### config.mk
export PLATFORM = sky130hd
export DESIGN_NAME = score_ctl
export DESIGN_NICKNAME = d
export VERILOG_FILES = /design/src/rtl/pong_pkg.sv /design/src/rtl/edge_rise.sv /design/src/rtl/score_ctl.sv
export SDC_FILE = /design/constraint.sdc
export NUM_CORES = 1
export LEC_CHECK = 0
export CAP_MARGIN = 20
export CORE_MARGIN = 3
export CORE_UTILIZATION = 52
export CTS_BUF_LIST = sky130_fd_sc_hd__clkbuf_16
export DETAILED_ROUTE_END_ITERATION = 8
export PLACE_DENSITY = 0.75
export SLEW_MARGIN = 20
export SYNTH_ARGS = -nofsm -noshare
export SYNTH_HDL_FRONTEND = slang
export SYNTH_SLANG_ARGS = --single-unit
### constraint.sdc
create_clock -name clk -period 2.6 [get_ports clk]
set_input_delay 0.65 -clock clk [delete_from_list [all_inputs] [get_ports clk]]
set_output_delay 0.65 -clock clk [all_outputs]
set_load 0.005 [all_outputs]
### src/rtl/pong_pkg.sv
// Shared pong types and constants so the score keeper and the overlay agree on
// score width and default match settings.
package pong_pkg;

   typedef enum logic [1:0] {
      PLAY  = 2'd0,
      PAUSE = 2'd1,
      OVER  = 2'd2
   } score_state_t;

   localparam int SCORE_W          = 4;
   localparam int SCORE_MAX        = 15;
   localparam int DEF_WIN_SCORE    = 9;
   localparam int DEF_PAUSE_CYCLES = 65_000_000;

   // Scores stick at the top value instead of wrapping back to zero.
   function automatic logic [SCORE_W-1:0] sat_inc(input logic [SCORE_W-1:0] s);
      return (s == SCORE_W'(SCORE_MAX)) ? s : s + 1'b1;
   endfunction

endpackage

### src/rtl/edge_rise.sv
// Single-bit rising-edge detector; the history register resets to RESET_VAL so
// a level already high when reset releases does not look like a fresh edge.
module edge_rise #(
   parameter logic RESET_VAL = 1'b1
) (
   input  logic clk,
   input  logic rst,
   input  logic din,
   output logic rise
);

   logic din_q;

   always_ff @(posedge clk) begin
      if (rst) din_q <= RESET_VAL;
      else     din_q <= din;
   end

   assign rise = din & ~din_q;

endmodule

### src/rtl/score_ctl.sv
// Score keeper and serve/pause sequencer for pong.
// Optional build macro SCORE_WIN_BY_TWO_EN: require a two-point lead (or 15) to win.
module score_ctl
   import pong_pkg::*;
#(
   parameter int WIN_SCORE    = DEF_WIN_SCORE,
   parameter int PAUSE_CYCLES = DEF_PAUSE_CYCLES,
   parameter int CNT_W        = 26
) (
   input  logic                clk,
   input  logic                rst,
   input  logic                goal_left,
   input  logic                goal_right,
   input  logic                new_game,
   output logic [SCORE_W-1:0]  player1_score,
   output logic [SCORE_W-1:0]  player2_score,
   output logic                point_scored,
   output logic                pause,
   output logic                serve_dir,
   output logic                game_over,
   output logic                winner
);

   localparam logic [CNT_W-1:0] CNT_LOAD = CNT_W'(PAUSE_CYCLES - 1);

   logic rise_left, rise_right;

   edge_rise #(.RESET_VAL(1'b1)) u_rise_left (
      .clk (clk), .rst (rst), .din (goal_left),  .rise (rise_left)
   );
   edge_rise #(.RESET_VAL(1'b1)) u_rise_right (
      .clk (clk), .rst (rst), .din (goal_right), .rise (rise_right)
   );

   score_state_t       state, state_n;
   logic [CNT_W-1:0]   cnt, cnt_n;
   logic [SCORE_W-1:0] p1_n, p2_n, new_score, other_score;
   logic               ps_n, pause_n, dir_n, over_n, winner_n, win_hit;

   always_comb begin
      state_n  = state;
      cnt_n    = cnt;
      p1_n     = player1_score;
      p2_n     = player2_score;
      ps_n     = 1'b0;
      pause_n  = pause;
      dir_n    = serve_dir;
      over_n   = game_over;
      winner_n = winner;

      new_score   = sat_inc(rise_right ? player1_score : player2_score);
      other_score = rise_right ? player2_score : player1_score;
`ifdef SCORE_WIN_BY_TWO_EN
      win_hit = (new_score == SCORE_W'(SCORE_MAX)) ||
                ((5'(new_score) >= 5'(WIN_SCORE)) &&
                 (5'(new_score) >= 5'(other_score) + 5'd2));
`else
      win_hit = (new_score == SCORE_W'(WIN_SCORE));
`endif

      if (new_game) begin
         state_n  = PAUSE;
         cnt_n    = CNT_LOAD;
         p1_n     = '0;
         p2_n     = '0;
         pause_n  = 1'b1;
         dir_n    = 1'b0;
         over_n   = 1'b0;
         winner_n = 1'b0;
      end else begin
         case (state)
            PLAY: begin
               // Simultaneous edges are ambiguous, so neither side is credited.
               if (rise_left ^ rise_right) begin
                  ps_n    = 1'b1;
                  dir_n   = rise_right;
                  pause_n = 1'b1;
                  if (rise_right) p1_n = new_score;
                  else            p2_n = new_score;
                  if (win_hit) begin
                     state_n  = OVER;
                     over_n   = 1'b1;
                     winner_n = rise_left;
                  end else begin
                     state_n = PAUSE;
                     cnt_n   = CNT_LOAD;
                  end
               end
            end
            PAUSE: begin
               if (cnt == '0) begin
                  state_n = PLAY;
                  pause_n = 1'b0;
               end else begin
                  cnt_n = cnt - 1'b1;
               end
            end
            OVER:    pause_n = 1'b1;
            default: begin
               state_n = PAUSE;
               cnt_n   = CNT_LOAD;
               pause_n = 1'b1;
            end
         endcase
      end
   end

   always_ff @(posedge clk) begin
      if (rst) begin
         state         <= PAUSE;
         cnt           <= CNT_LOAD;
         player1_score <= '0;
         player2_score <= '0;
         point_scored  <= 1'b0;
         pause         <= 1'b1;
         serve_dir     <= 1'b0;
         game_over     <= 1'b0;
         winner        <= 1'b0;
      end else begin
         state         <= state_n;
         cnt           <= cnt_n;
         player1_score <= p1_n;
         player2_score <= p2_n;
         point_scored  <= ps_n;
         pause         <= pause_n;
         serve_dir     <= dir_n;
         game_over     <= over_n;
         winner        <= winner_n;
      end
   end

endmodule

After elaboration in Yosys (flattened, before gate mapping). Index checks and enable logic that the tools add are counted. W data, S select, Z words.

Output and inout bits: 13. Memory bits (read-only): 0. Memories: 0. Logic and storage cells: 54. RAM bits: 0. Bits in registers: 43. Latch bits: 0.

$mul: 0. Divide/modulo/power cells: 0. Bitwise logic cells: 8. Add/subtract/negate cells: 2. Shifts and indexed selects: 0. Reductions and logical operators: 11. Eq/ne operators: 8. Multiplexer cells: 14. Order comparisons: 0.

Operators with widths (number): $mux W26 (3); $pmux W26 S3 (1); $logic_not A26 Y1 (1); $sub A26 B1 Y26 const B (1); $reduce_and A3 Y1 (4); $eq A4 B4 Y1 const B (2); $mux W4 (2); $ne A2 B2 Y1 const B (4); $mux W2 (3); $pmux W2 S3 (1); $not A1 Y1 (5); $add A4 B1 Y4 const B (1); $reduce_and A2 Y1 (2); $reduce_and A4 Y1 (1); $mux W1 (3); $reduce_or A3 Y1 (1); $and A1 B1 Y1 (2); $eq A2 B1 Y1 const B (1); $eq A2 B2 Y1 const B (1); $logic_not A2 Y1 (1); $pmux W1 S2 (1); $reduce_or A2 Y1 (1); $xor A1 B1 Y1 (1).

Logic depth before layout (Yosys ltp).
Depth in word-level cells: 9. Mapped depth: 13. Gate-level depth less buffers: 11.

Cells and area by module. Synthesis repeated with hierarchy kept, for this count alone.

Cell total of the unflattened synthesis: 291. Area, all modules: 2431.1 um^2.

Modules (own cells, without submodules): score_ctl (cells an instance 285, times used 1, area each 2366.0 um^2); edge_rise (cells an instance 3, times used 2, area each 32.5 um^2).

Worst setup path before layout. Ideal clock, no wire load.

Path kind: input port to flip-flop. Start point: in goal_right. End point: reg cnt[17]. Slack: -195 ps. Setup time: 146 ps. Cell stages on the path: 10. Data arrival time: 2649 ps. Path through: nand2b_1 buf_2 mux2i_1 inv_1 ha_1 or3b_2 a31o_2 clkbuf_1 a311oi_1 a31oi_1.

Longest elaborated chain between the ends: 7.

RTL lines: from (decl) (line score_ctl.sv:13) `input logic goal_right,`; $and A1 B1 Y1 (*) (line edge_rise.sv:19) `assign rise = din & ~din_q;`; $mux W4 (line score_ctl.sv:51) `new_score = sat_inc(rise_right ? player1_score : player2_score);`; $add A4 B1 Y4 / $eq A4 B4 Y1 (equally long branches) (line pong_pkg.sv:18) `return (s == SCORE_W'(SCORE_MAX)) ? s : s + 1'b1;`; $mux W4 (line pong_pkg.sv:18); $eq A4 B4 Y1 (line score_ctl.sv:58) `win_hit = (new_score == SCORE_W'(WIN_SCORE));`; $ne A2 B2 Y1 (no line); $reduce_and A4 Y1 (no line) (*); to (signal assigned) (line score_ctl.sv:121) `cnt <= cnt_n;`; to (decl) (line score_ctl.sv:36) `logic [CNT_W-1:0] cnt, cnt_n;`.

Mark *: on every way between the ends. The rest lies on a longest branch, timed or not. A chain may end at the register's enable or synchronous reset.

Worst setup path after layout.
Start point: in goal_right. End point: reg cnt[13].

Same word-level chain as after synthesis.

==> flow_summary.toml <==
[global_routing]
track_usage = 0.2500
antenna_found_initial = 0
grt_overflow = 0
grt_pass1_vias = 2279
grt_max_degree = 23
grt_first_pass_wirelength_um = 10520

[critical_path]
slowest_delay_ns = 0.58
reg2reg_to = "cnt[13]"
crit_arrival_ns = 2.73
r2r_cells = 9
setup.worst_path.class = "in2reg"
critical_path.max_fanout = 7
cpMaxStageDelayCell = "or4b_4"
cp_cell_sequence = "clkbuf_2 -> nand2b_4 -> mux2i_4 -> ha_4 -> nand2_1 -> or4b_4 -> a31oi_4 -> buf_6 -> o31ai_1 -> a21oi_1"
regToRegSetupSlack_ns = 0.13
start_kind = "input port"
r2r_start = "u_rise_right.din_q"
cp.required_ns = 2.81
critPathCaptureType = "flip-flop"

[sta]
slew_headroom = 0.5923
hold_viol = 0
setup_viol = 0
min_period_ns = 2.518
fin_crit_sh = 0.9686
report.final.slew_viol_count = 0
worst_pin_slew_ns = 0.6083
worst_slack_ns = 0.08153
skew_ns = 0.007699
fmax_mhz = 397.1

[yosys]
syn_area_per_cell_um2 = 8.380
synth_nets = 291
synthCells = 281
yosys.area.top_type = "dfxtp_1"
yosys.cell_count.top_type = "dfxtp_1"
ys_ff_latch = 43
ys.flop_type = "dfxtp_1"
yosysSeqAreaShare = 0.3656
synth_area_um2 = 2355
synth_common_cells = "dfxtp_1 (43), a21oi_1 (23), nor2_1 (21), nand2_1 (19), o21ai_0 (14)"
yosysTopAreaCellShare = 0.3656
yosys_warnings = 0
async_flop_share = 0
synthTopCellsByArea = "dfxtp_1 (37%), a21oi_1 (4.9%), nor2_1 (3.3%)"
synth_edf_count = 0
ys_types = 56

[outcome]
status = "finished clean"

[clock_tree]
cts-root-buf = "clkbuf_16"
numCtsBuffers = 5
worst_skew_pair.late_latency_ns = 0.29
clockBufferDepth = 2
cts_sinks = 43
clkTransAtPathRegs_ns = 0.06
cts_tree = "done"
cts_htree_levels = 2
cts_hold_buf = 0

[job]
drv_cap = 0

[final_layout]
fin_area_um2 = 3079
syn_to_final_growth_pct = 30.77
fillers = 316
final_nets = 338
regArea_um2 = 860.8
diodes = 0
multi_input_area_um2 = 1494
drive_gt1_frac = 0.2584

[power_and_ir_drop]
p_per_area_nw_per_um2 = 461.7
leakagePower_uw = 0.001060
power_uw = 1422
ir_worst_vdd_mv = 0.3977

[floorplan]
die_x_um = 73.30
die_h_um = 73.30
die-area_um2 = 5372
pin_count = 18
start_util = 0.5643
fp.coreArea_um2 = 4173
fp-row-count = 23

[placed_design]
dp_hpwl_um = 4345
dp_slack_ns = -0.6193
dpl_cell_area_um2 = 2805
port_buffers = 17
routabilityCongestion = 0.8670

[drt]
wl_um = 6339
antenna_left = 0
drc = 0
vias_per_cell = 6.372
drt_iter0_drc = 242
first_pass_iters = 4
wl_per_cell_um = 16.73
via_count = 2415

[worst_hold_path]
hp-class = "reg2reg"
hold_depth = 1
hold_path_end = "game_over"
min_from = "game_over"
==> cell families after synthesis <==
logic type      Yosys count  share of synthesized area
simple gates            116                     0.2912
compound gates           84                     0.2338
flops                    43                     0.3656
buf+inv                  27                    0.05685
mux                       5                    0.02232
fa+ha+maj                 5                    0.02657
xor+xnor                  1                   0.003720
==> critical path: cells and delay by family <==
kind,cells,cell delay (ns)
AND/OR/NAND/NOR,3,0.77
AO/OA/AOI/OAI,3,0.56
multiplexers,1,0.29
buffers and inverters,2,0.28
adder cells (fa/ha/maj),1,0.17
==> per-stage QoR <==
step,setup TNS [ns],hold WS [ns],cells,utilization
floorplan,-0.3283,0.4334,281,-
global placement,-12.93,0.4455,364,0.6723
detailed placement,-15.50,0.4611,364,0.6723
CTS,0,0.4804,375,0.7268
global route,-0.004983,0.5077,379,0.7379
finish,0,0.4783,379,0.7379
==> area by class of cell <==
| cell class | count | area share |
|---|---|---|
| Multi-Input combinational cell | 212 | 0.4852 |
| Tap cell | 50 | 0.02032 |
| Timing Repair Buffer | 54 | 0.1463 |
| Clock inverter | 3 | 0.01260 |
| Clock buffer | 5 | 0.04063 |
| Sequential cell | 43 | 0.2796 |
| Inverter | 12 | 0.01544 |
==> routing by layer <==
metal / up-vias / share of wire / track usage
met1: 1144 / 0.45 / 0.3234
met2: 87 / 0.47 / 0.4042
met3: 12 / 0.062 / 0.06019
li1: 1172 / - / -
met5: - / 0 / 0
met4: 0 / 0.017 / 0.09256
==> repair_timing <==
item,CTS,global route
gates cloned,1,1
pin swaps,3,5
buffers inserted,2,3
gates resized for setup,9,8
setup endpoints to repair,29,21
==> placed cells by master (no fill, tap or decap), types with 3 or more instances in the layout <==
cell / instances
o41ai_1: 7
a311oi_1: 3
or2_2: 5
a31oi_1: 8
clkdlybuf4s50_1: 16
or3_1: 9
inv_1: 9
nand2_1: 17
o211ai_1: 3
a311oi_2: 4
ha_1: 3
dfxtp_1: 43
o31ai_1: 7
nor4_1: 5
nor2_1: 20
o21ai_0: 14
nor3_1: 11
or4_1: 8
nand2_2: 4
nor4b_1: 3
clkbuf_16: 5
a21oi_1: 23
buf_4: 35
nand3_1: 10
==> state kept, by name (all words and copies together) (netlist names) <==
signal and count:
game_over 1, u_rise_right.din_q 1, winner 1, pause 1, serve_dir 1, player1_score 4, cnt 26, state 2
point_scored 1, player2_score 4, u_rise_left.din_q 1
==> power by group <==
part / internal, µW / total, µW / switching [µW]
logic: 25.2 / 58.5 / 33.2
clock network: 448 / 698 / 250
registers: 662 / 665 / 3.10
total: 1130 / 1420 / 287
==> how the worst max path moves through the flow <==
stage,from,to
after CTS,goal_right,cnt[13]
after global placement,goal_right,cnt[10]
final,goal_right,cnt[13]
after detailed placement,goal_right,cnt[22]
after global routing,goal_left,cnt[10]
after floorplan,goal_right,cnt[17]
Note: power is estimated with default switching activity, not from simulation.
